### config.mk
export PLATFORM = sky130hd
export DESIGN_NAME = uart_tx_serializer_flat
export DESIGN_NICKNAME = d
export VERILOG_FILES = /design/src/rtl/uart_tx_serializer_if.sv /design/src/rtl/uart_tx_serializer.sv /design/src/flat_wrapper.sv
export SDC_FILE = /design/constraint.sdc
export NUM_CORES = 1
export LEC_CHECK = 0
export ABC_CLOCK_PERIOD_IN_PS = 1800
export CAP_MARGIN = 20
export CORE_MARGIN = 2
export CORE_UTILIZATION = 50
export CTS_CLUSTER_SIZE = 16
export DETAILED_ROUTE_END_ITERATION = 10
export GPL_ROUTABILITY_DRIVEN = 0
export PLACE_DENSITY_LB_ADDON = 0.2
export SLEW_MARGIN = 15
export SYNTH_ARGS = -nofsm -noshare
export SYNTH_HDL_FRONTEND = slang
export SYNTH_SLANG_ARGS = --single-unit
### constraint.sdc
create_clock -name clk_in -period 1.8 [get_ports clk_in]
set_input_delay 0.36 -clock clk_in [delete_from_list [all_inputs] [get_ports clk_in]]
set_output_delay 0.36 -clock clk_in [all_outputs]
set_load 0.02 [all_outputs]
### src/rtl/uart_tx_serializer_if.sv
// +----------------------------------------------------------------------+
// | uart_tx_serializer_if : byte request/response handshake for the TX   |
// | Revision: 1.0                                                        |
// +----------------------------------------------------------------------+
`default_nettype none

interface uart_tx_serializer_if #(
  parameter int DATA_BITS = 8
);
  logic                 tx_start;
  logic [DATA_BITS-1:0] tx_data;
  logic                 tx_busy;
  logic                 tx_done;

  modport master (
    output tx_start,
    output tx_data,
    input  tx_busy,
    input  tx_done
  );

  modport slave (
    input  tx_start,
    input  tx_data,
    output tx_busy,
    output tx_done
  );
endinterface

`default_nettype wire

### src/rtl/uart_tx_serializer.sv
// +----------------------------------------------------------------------+
// | uart_tx_serializer : baud-enabled UART frame shifter (start/data/    |
// | optional parity/stop), all outputs registered. Revision: 1.0         |
// +----------------------------------------------------------------------+
`default_nettype none

module uart_tx_serializer #(
  parameter int DATA_BITS   = 8,
  parameter int PARITY_MODE = 0,
  parameter int STOP_BITS   = 1
) (
  input  logic                     clk_in,
  input  logic                     reset,
  input  logic                     baud_tick,
  uart_tx_serializer_if.slave      bus,
  output logic                     tx
);

  typedef enum logic [2:0] {
    S_IDLE   = 3'd0,
    S_ARM    = 3'd1,
    S_START  = 3'd2,
    S_DATA   = 3'd3,
    S_PARITY = 3'd4,
    S_STOP   = 3'd5
  } state_t;

  localparam logic [3:0] C_DATA_BITS = 4'(DATA_BITS);
  localparam logic [1:0] C_STOP_BITS = 2'(STOP_BITS);

  state_t               r_state;
  logic [DATA_BITS-1:0] r_shift;
  logic [3:0]           r_bit_cnt;
  logic [1:0]           r_stop_cnt;
  logic                 r_parity;
  logic                 r_tx;
  logic                 r_busy;
  logic                 r_done;
  logic                 w_parity;

  generate
    if (PARITY_MODE == 2) begin : g_parity_odd
      assign w_parity = ~(^bus.tx_data);
    end else begin : g_parity_even
      assign w_parity = ^bus.tx_data;
    end
  endgenerate

  // tx resets straight to its idle level, so an abort never drives a low glitch
  always_ff @(posedge clk_in or negedge reset) begin
    if (!reset) begin
      r_state    <= S_IDLE;
      r_shift    <= '0;
      r_bit_cnt  <= '0;
      r_stop_cnt <= '0;
      r_parity   <= 1'b0;
      r_tx       <= 1'b1;
      r_busy     <= 1'b0;
      r_done     <= 1'b0;
    end else begin
      r_done <= 1'b0;
      case (r_state)
        S_IDLE: begin
          r_tx <= 1'b1;
          if (bus.tx_start) begin
            r_shift   <= bus.tx_data;
            r_parity  <= w_parity;
            r_bit_cnt <= '0;
            r_busy    <= 1'b1;
            r_state   <= S_ARM;
          end
        end
        S_ARM: begin
          if (baud_tick) begin
            r_tx    <= 1'b0;
            r_state <= S_START;
          end
        end
        S_START: begin
          if (baud_tick) begin
            r_tx      <= r_shift[0];
            r_shift   <= r_shift >> 1;
            r_bit_cnt <= 4'd1;
            r_state   <= S_DATA;
          end
        end
        S_DATA: begin
          if (baud_tick) begin
            if (r_bit_cnt < C_DATA_BITS) begin
              r_tx      <= r_shift[0];
              r_shift   <= r_shift >> 1;
              r_bit_cnt <= r_bit_cnt + 4'd1;
            end else if (PARITY_MODE != 0) begin
              r_tx    <= r_parity;
              r_state <= S_PARITY;
            end else begin
              r_tx       <= 1'b1;
              r_stop_cnt <= 2'd1;
              r_state    <= S_STOP;
            end
          end
        end
        S_PARITY: begin
          if (baud_tick) begin
            r_tx       <= 1'b1;
            r_stop_cnt <= 2'd1;
            r_state    <= S_STOP;
          end
        end
        S_STOP: begin
          if (baud_tick) begin
            if (r_stop_cnt < C_STOP_BITS) begin
              r_stop_cnt <= r_stop_cnt + 2'd1;
            end else begin
              r_stop_cnt <= '0;
              r_bit_cnt  <= '0;
              r_busy     <= 1'b0;
              r_done     <= 1'b1;
              r_state    <= S_IDLE;
            end
          end
        end
        default: begin
          r_tx    <= 1'b1;
          r_busy  <= 1'b0;
          r_state <= S_IDLE;
        end
      endcase
    end
  end

  assign tx          = r_tx;
  assign bus.tx_busy = r_busy;
  assign bus.tx_done = r_done;

endmodule

`default_nettype wire
### src/flat_wrapper.sv
// flat-port wrapper written by rule: the top's interface ports become plain ports
module uart_tx_serializer_flat 
#(
  parameter int DATA_BITS   = 8,
  parameter int PARITY_MODE = 0,
  parameter int STOP_BITS   = 1
)
  (clk_in, reset, baud_tick, tx, bus_tx_start, bus_tx_data, bus_tx_busy, bus_tx_done);
  uart_tx_serializer_if #(.DATA_BITS(DATA_BITS)) bus_i ();
  input  logic clk_in;
  input  logic reset;
  input  logic baud_tick;
  output logic tx;
  input wire logic [$bits(bus_i.tx_start)-1:0] bus_tx_start;
  input wire logic [$bits(bus_i.tx_data)-1:0] bus_tx_data;
  output wire logic [$bits(bus_i.tx_busy)-1:0] bus_tx_busy;
  output wire logic [$bits(bus_i.tx_done)-1:0] bus_tx_done;
  assign bus_i.tx_start = bus_tx_start;
  assign bus_i.tx_data = bus_tx_data;
  assign bus_tx_busy = bus_i.tx_busy;
  assign bus_tx_done = bus_i.tx_done;
  uart_tx_serializer #(.DATA_BITS(DATA_BITS), .PARITY_MODE(PARITY_MODE), .STOP_BITS(STOP_BITS)) u_core (.clk_in(clk_in), .reset(reset), .baud_tick(baud_tick), .bus(bus_i), .tx(tx));
endmodule
* After elaboration in Yosys (flattened, before gate mapping)
Cells that the tools add are included.
** Operators by class
- Add/sub/neg operators :: 2
- Equality and inequality tests :: 14
- Bitwise gates (word level) :: 2
- Reductions and logical operators :: 11
- Multiplexer cells :: 40
- Order comparisons :: 2
** Operators by type and width (count)
- 8-bit 2-to-1 mux :: 4
- 3-bit 2-to-1 mux :: 8
- 4-bit 2-to-1 mux :: 6
- 8-bit one-hot mux with 3 select lines :: 1
- 3-bit one-hot mux with 6 select lines :: 1
- 2-bit != test (second input constant) :: 8
- 4-bit one-hot mux with 4 select lines :: 1
- 5-bit AND reduction :: 3
- 1-bit 2-to-1 mux :: 11
- 2-bit 2-to-1 mux :: 5
- 8-bit AND reduction :: 1
- 7-bit AND reduction :: 1
- 3-bit by 2-bit equality test with 1-bit output (second input constant) :: 2
- 3-bit equality test (second input constant) :: 2
- 2-bit one-hot mux with 3 select lines :: 1
- 3-bit nonzero test :: 2
- 1-bit one-hot mux with 5 select lines :: 1
- 4-bit by 1-bit adder with 4-bit output (second input constant) :: 1
- 4-bit less-than comparator (second input constant) :: 1
- 4-bit AND reduction :: 1
- 4-bit nonzero test :: 1
- 4-bit OR reduction :: 1
- 3-bit by 1-bit equality test with 1-bit output (second input constant) :: 1
- 3-bit zero test :: 1
- 5 further kinds :: 6
** Word-level totals
- Output and inout bits :: 3
- Word-level logic and storage cells :: 78
- Flip-flop bits (word level) :: 20

* Logic depth before layout (Yosys ltp)
- Depth in word-level cells :: 4
- Depth in mapped cells :: 7
- Depth with buffers taken out :: 6

* Least setup slack after synthesis
OpenSTA, ideal clock, no wires.
- Kind :: register -> register
- Start point :: reg u_core.r_state[1]
- End point :: reg u_core.r_bit_cnt[2]
- Arrival :: 1.235 ns
- Period minus slack after synthesis :: 1.353 ns
- Cell stages (with the launch flop) :: 6
- Slack :: 0.447 ns
- Path buffers :: 1
- Library setup time :: 0.118 ns
- Path through :: dfrtp_1 buf_2 nor2b_2 and4b_1 a41o_1 a21o_1
** Between the ends
- Word-level cells in the longest chain between the ends :: 3
- Elaborated cells between the ends (all ways) :: 13
- Classes of those cells :: 9 x eq/ne; 1 x mux; 3 x reduce/logical
** Ends and longest elaborated chain
- from (decl) :: RTL line uart_tx_serializer.sv:31 : state_t r_state;
- from (signal assigned) :: RTL line uart_tx_serializer.sv:52 : r_state <= S_IDLE;
- from (signal assigned) :: RTL line uart_tx_serializer.sv:70 : r_state <= S_ARM;
- from (signal assigned) :: RTL line uart_tx_serializer.sv:76 : r_state <= S_START;
- 3-bit equality test, or another cell as far along :: RTL line uart_tx_serializer.sv:62 : case (r_state)
- 2-bit != test (no source line), or another cell as far along
- 7-bit AND reduction (no source line)
- to (signal assigned) :: RTL line uart_tx_serializer.sv:92 : r_bit_cnt <= r_bit_cnt + 4'd1;
- to (decl) :: RTL line uart_tx_serializer.sv:33 : logic [3:0] r_bit_cnt;
Several ways; a longest one is shown, not always the timed one.
A chain may end at the register's enable or synchronous reset.

* Worst setup path after layout
- Start point :: reg u_core.r_busy (netlist: u_core.bus.tx_busy)
- End point :: out bus_tx_busy
** RTL lines
- from (decl) :: RTL line uart_tx_serializer.sv:37 : logic r_busy;
- from (signal assigned) :: RTL line uart_tx_serializer.sv:58 : r_busy <= 1'b0;
- from (signal assigned) :: RTL line uart_tx_serializer.sv:69 : r_busy <= 1'b1;
- from (signal assigned) :: RTL line uart_tx_serializer.sv:117 : r_busy <= 1'b0;
- to (decl) :: RTL line flat_wrapper.sv:16 : output wire logic [$bits(bus_i.tx_busy)-1:0] bus_tx_busy;
No word-level cell between the ends.

==> results.yml <==
outcome:
  status: "complete, no violations"
route:
  antenna_left: 0
  wirelength_um: 2030
  dr.pass1.iters: 4
  wl_per_cell_um: 13.1
  num_vias: 841
  drc: 0
  drtIter0Drc: 7
  via_per_inst: 5.43
timing:
  setup_viol: 0
  max_freq_mhz: 599
  rsz0062_at_grt: "no"
  slew_headroom_pct: 73.2
  layout_setup_ws_ns: 0.132
  period_needed_ns: 1.67
  slew_viol_final: 0
  setup_tns_ns: 0
  tightest_slew_ns: 0.401
  period_share_pct: 92.7
  hold_viol_final: 0
  skew_ns: 0.0134
worst_setup_path:
  path_delay_family: "buffers and inverters"
  path_cells: "clkdlybuf4s50_1"
  critPathKind: "reg2out"
  ff2ff_setup_slack_ns: 0.22
  cp_max_fo: 4
  worstPathArrival_ns: 1.31
  worst_path_largest_cell_delay_ns: 0.61
  cp-end-kind: "output pin"
  path_buf_inv: 1
  start_kind: "flop"
  crit_path_top_delay_cell: "clkdlybuf4s50_1"
  cp.required_ns: 1.44
place:
  portBuffers: 14
  hpwl_um: 1460
  pre_cts_ws_ns: -0.00212
synth:
  synth.net_count: 126
  synthCells: 111
  synthTopCellsByArea: "dfrtp_1, mux2i_1, nand2_1"
  async_flop_share_pct: 100
  synth.avg_cell_area_um2: 9.75
  yosysTopAreaCellShare_pct: 43.9
  ys_top_cells_by_count: "dfrtp_1, nand2_1, mux2i_1, o21ai_1, nor2_1"
  yosys.area.top_type: "dfrtp_1"
  synth_edf_count: 0
  yosys_warnings: 0
  synth-seq-cells: 20
  synthesis.area_um2: 1080
  synth.most_common_cell: "dfrtp_1"
  synth-main-ff-cell: "dfrtp_1"
  yosysSeqAreaShare_pct: 46.4
  yosys.cell_types.count: 32
cts:
  ctsHtreeMaxLevel: 1
  cts.path.max_buffers: 2
  cts_buffers: 3
  clkLatencyLatePin_ns: 0.31
  cts_root_buf: "clkbuf_4"
  cts_setup_buffers: 0
  tritoncts: "done"
  clkSlewWorstSetupHoldPaths_ns: 0.12
  clock_sinks: 20
global_routing:
  grt_pass1_vias: 863
  grt_antenna_before_repair: 0
  grt_first_pass_wirelength_um: 3680
  gr-usage-met1_pct: 23.9
  grt_overflow: 0
  grt_util_all_layers_pct: 19.4
  top_usage_layer: "met2"
  grt_use_met2_pct: 31.8
  met3_usage_pct: 3.87
  grt_max_degree: 21
pwr:
  power.leakage_nw: 0.576
  total_power_mw: 1.80
  power_density_nw_per_um2: 1420
  irDropWorstVdd_uv: 738
worst_hold_path:
  hp-class: "in2async"
floorplanning:
  row_count: 16
  core_area_um2: 2000
  start_util_pct: 54.1
  pin_count: 15
  die_h_um: 50.5
  dieArea_um2: 2550
  die_x_um: 50.5
finish:
  multi_input_area_um2: 509
  antenna_cells_inserted: 0
  n_fill_cell: 175
  syn2layout_area_growth_pct: 17.7
  drive_above_1_share_pct: 9.38
  regArea_um2: 502
  nNetsFinal: 144
flow_run:
  max_cap_violations: 0
-- layout make-up --
class                           count  share of cell area (%)
Timing Repair Buffer               20                    14.4
Multi-Input combinational cell     79                    40.0
Tap cell                           27                    2.65
Sequential cell                    20                    39.4
Clock buffer                        4                    2.06
Inverter                            5                    1.47
-- state kept, by name (all words and copies together) (netlist names) --
register,count
u_core.r_bit_cnt,4
u_core.r_shift,8
u_core.bus.tx_done,1
u_core.r_state,3
u_core.bus.tx_busy,1
u_core.r_stop_cnt,2
u_core.tx,1
-- logic make-up (layout without fill, tap and decap cells) --
| logic type | count (synthesis) | after routing | share of synthesized area (%) |
|---|---|---|---|
| AO/OA/AOI/OAI | 28 | 28 | 17.6 |
| flip-flops | 20 | 20 | 46.4 |
| AND/OR/NAND/NOR | 38 | 38 | 16.8 |
| adder cells (fa/ha/maj) | 3 | 3 | 3.47 |
| buffers and inverters | 12 | 29 | 6.59 |
| multiplexers | 10 | 10 | 9.25 |
-- stage by stage --
step / std cells / instance area [um2] / hold slack [ns] / util (%)
global placement: 151 / 1250 / 0.466 / 62.4
CTS: 155 / 1270 / 0.368 / 63.6
finish: 155 / 1270 / 0.371 / 63.6
global route: 155 / 1270 / 0.405 / 63.6
floorplan: 111 / 1080 / 0.0644 / -
detailed placement: 151 / 1250 / 0.478 / 62.4
-- timing repair --
action / 4_1_cts / 5_1_grt
gates resized for setup: 1 / 0
hold buffers: 0 / 0
endpoints found under the setup margin: 1 / 0
hold endpoints to repair: 0 / 0
-- metal layers --
layer	wire length, um	share of wire (%)	vias up
met3	71	3.5	5
met4	48	2.4	0
li1	-	-	423
met5	0	0	-
met2	952	47	15
met1	961	47	398
-- report_power, final --
group | leakage (nW) | total, mW | switching (mW) | internal (mW)
Sequential | 0.245 | 0.771 | 0.144 | 0.627
Clock | 0.0150 | 0.224 | 0.137 | 0.0866
Combinational | 0.316 | 0.810 | 0.413 | 0.397
-- final timing paths --
kind                               startpoint                end  depth (start not counted)
max                        u_core.bus.tx_busy        bus_tx_busy                          1
min                                     reset  u_core.r_shift[6]                          2
max reg2reg                 u_core.r_state[1]  u_core.r_shift[5]                          5
min reg2reg                 u_core.r_shift[1]  u_core.r_shift[1]                          2
max in group asynchronous               reset          u_core.tx                          2
min in group clk_in         u_core.r_shift[1]  u_core.r_shift[1]                          2
-- placed cells by master, fill, tap and decap left out, drive strengths merged, types with 2 or more instances in the layout --
cell | netlist | final
nand2 | 15 | 15
nor2 | 9 | 9
inv | 5 | 5
buf | 6 | 6
a21o | 2 | 2
nand3 | 3 | 3
ha | 3 | 3
o32a | 2 | 2
a21oi | 2 | 2
o21ai | 13 | 13
clkbuf | 1 | 4
clkdlybuf4s50 | 0 | 13
dfrtp | 19 | 19
nand3b | 2 | 2
mux2i | 10 | 10
nor2b | 3 | 3
nand2b | 2 | 2
o2bb2ai | 2 | 2
No activity file was read; power rests on OpenSTA's default activity.
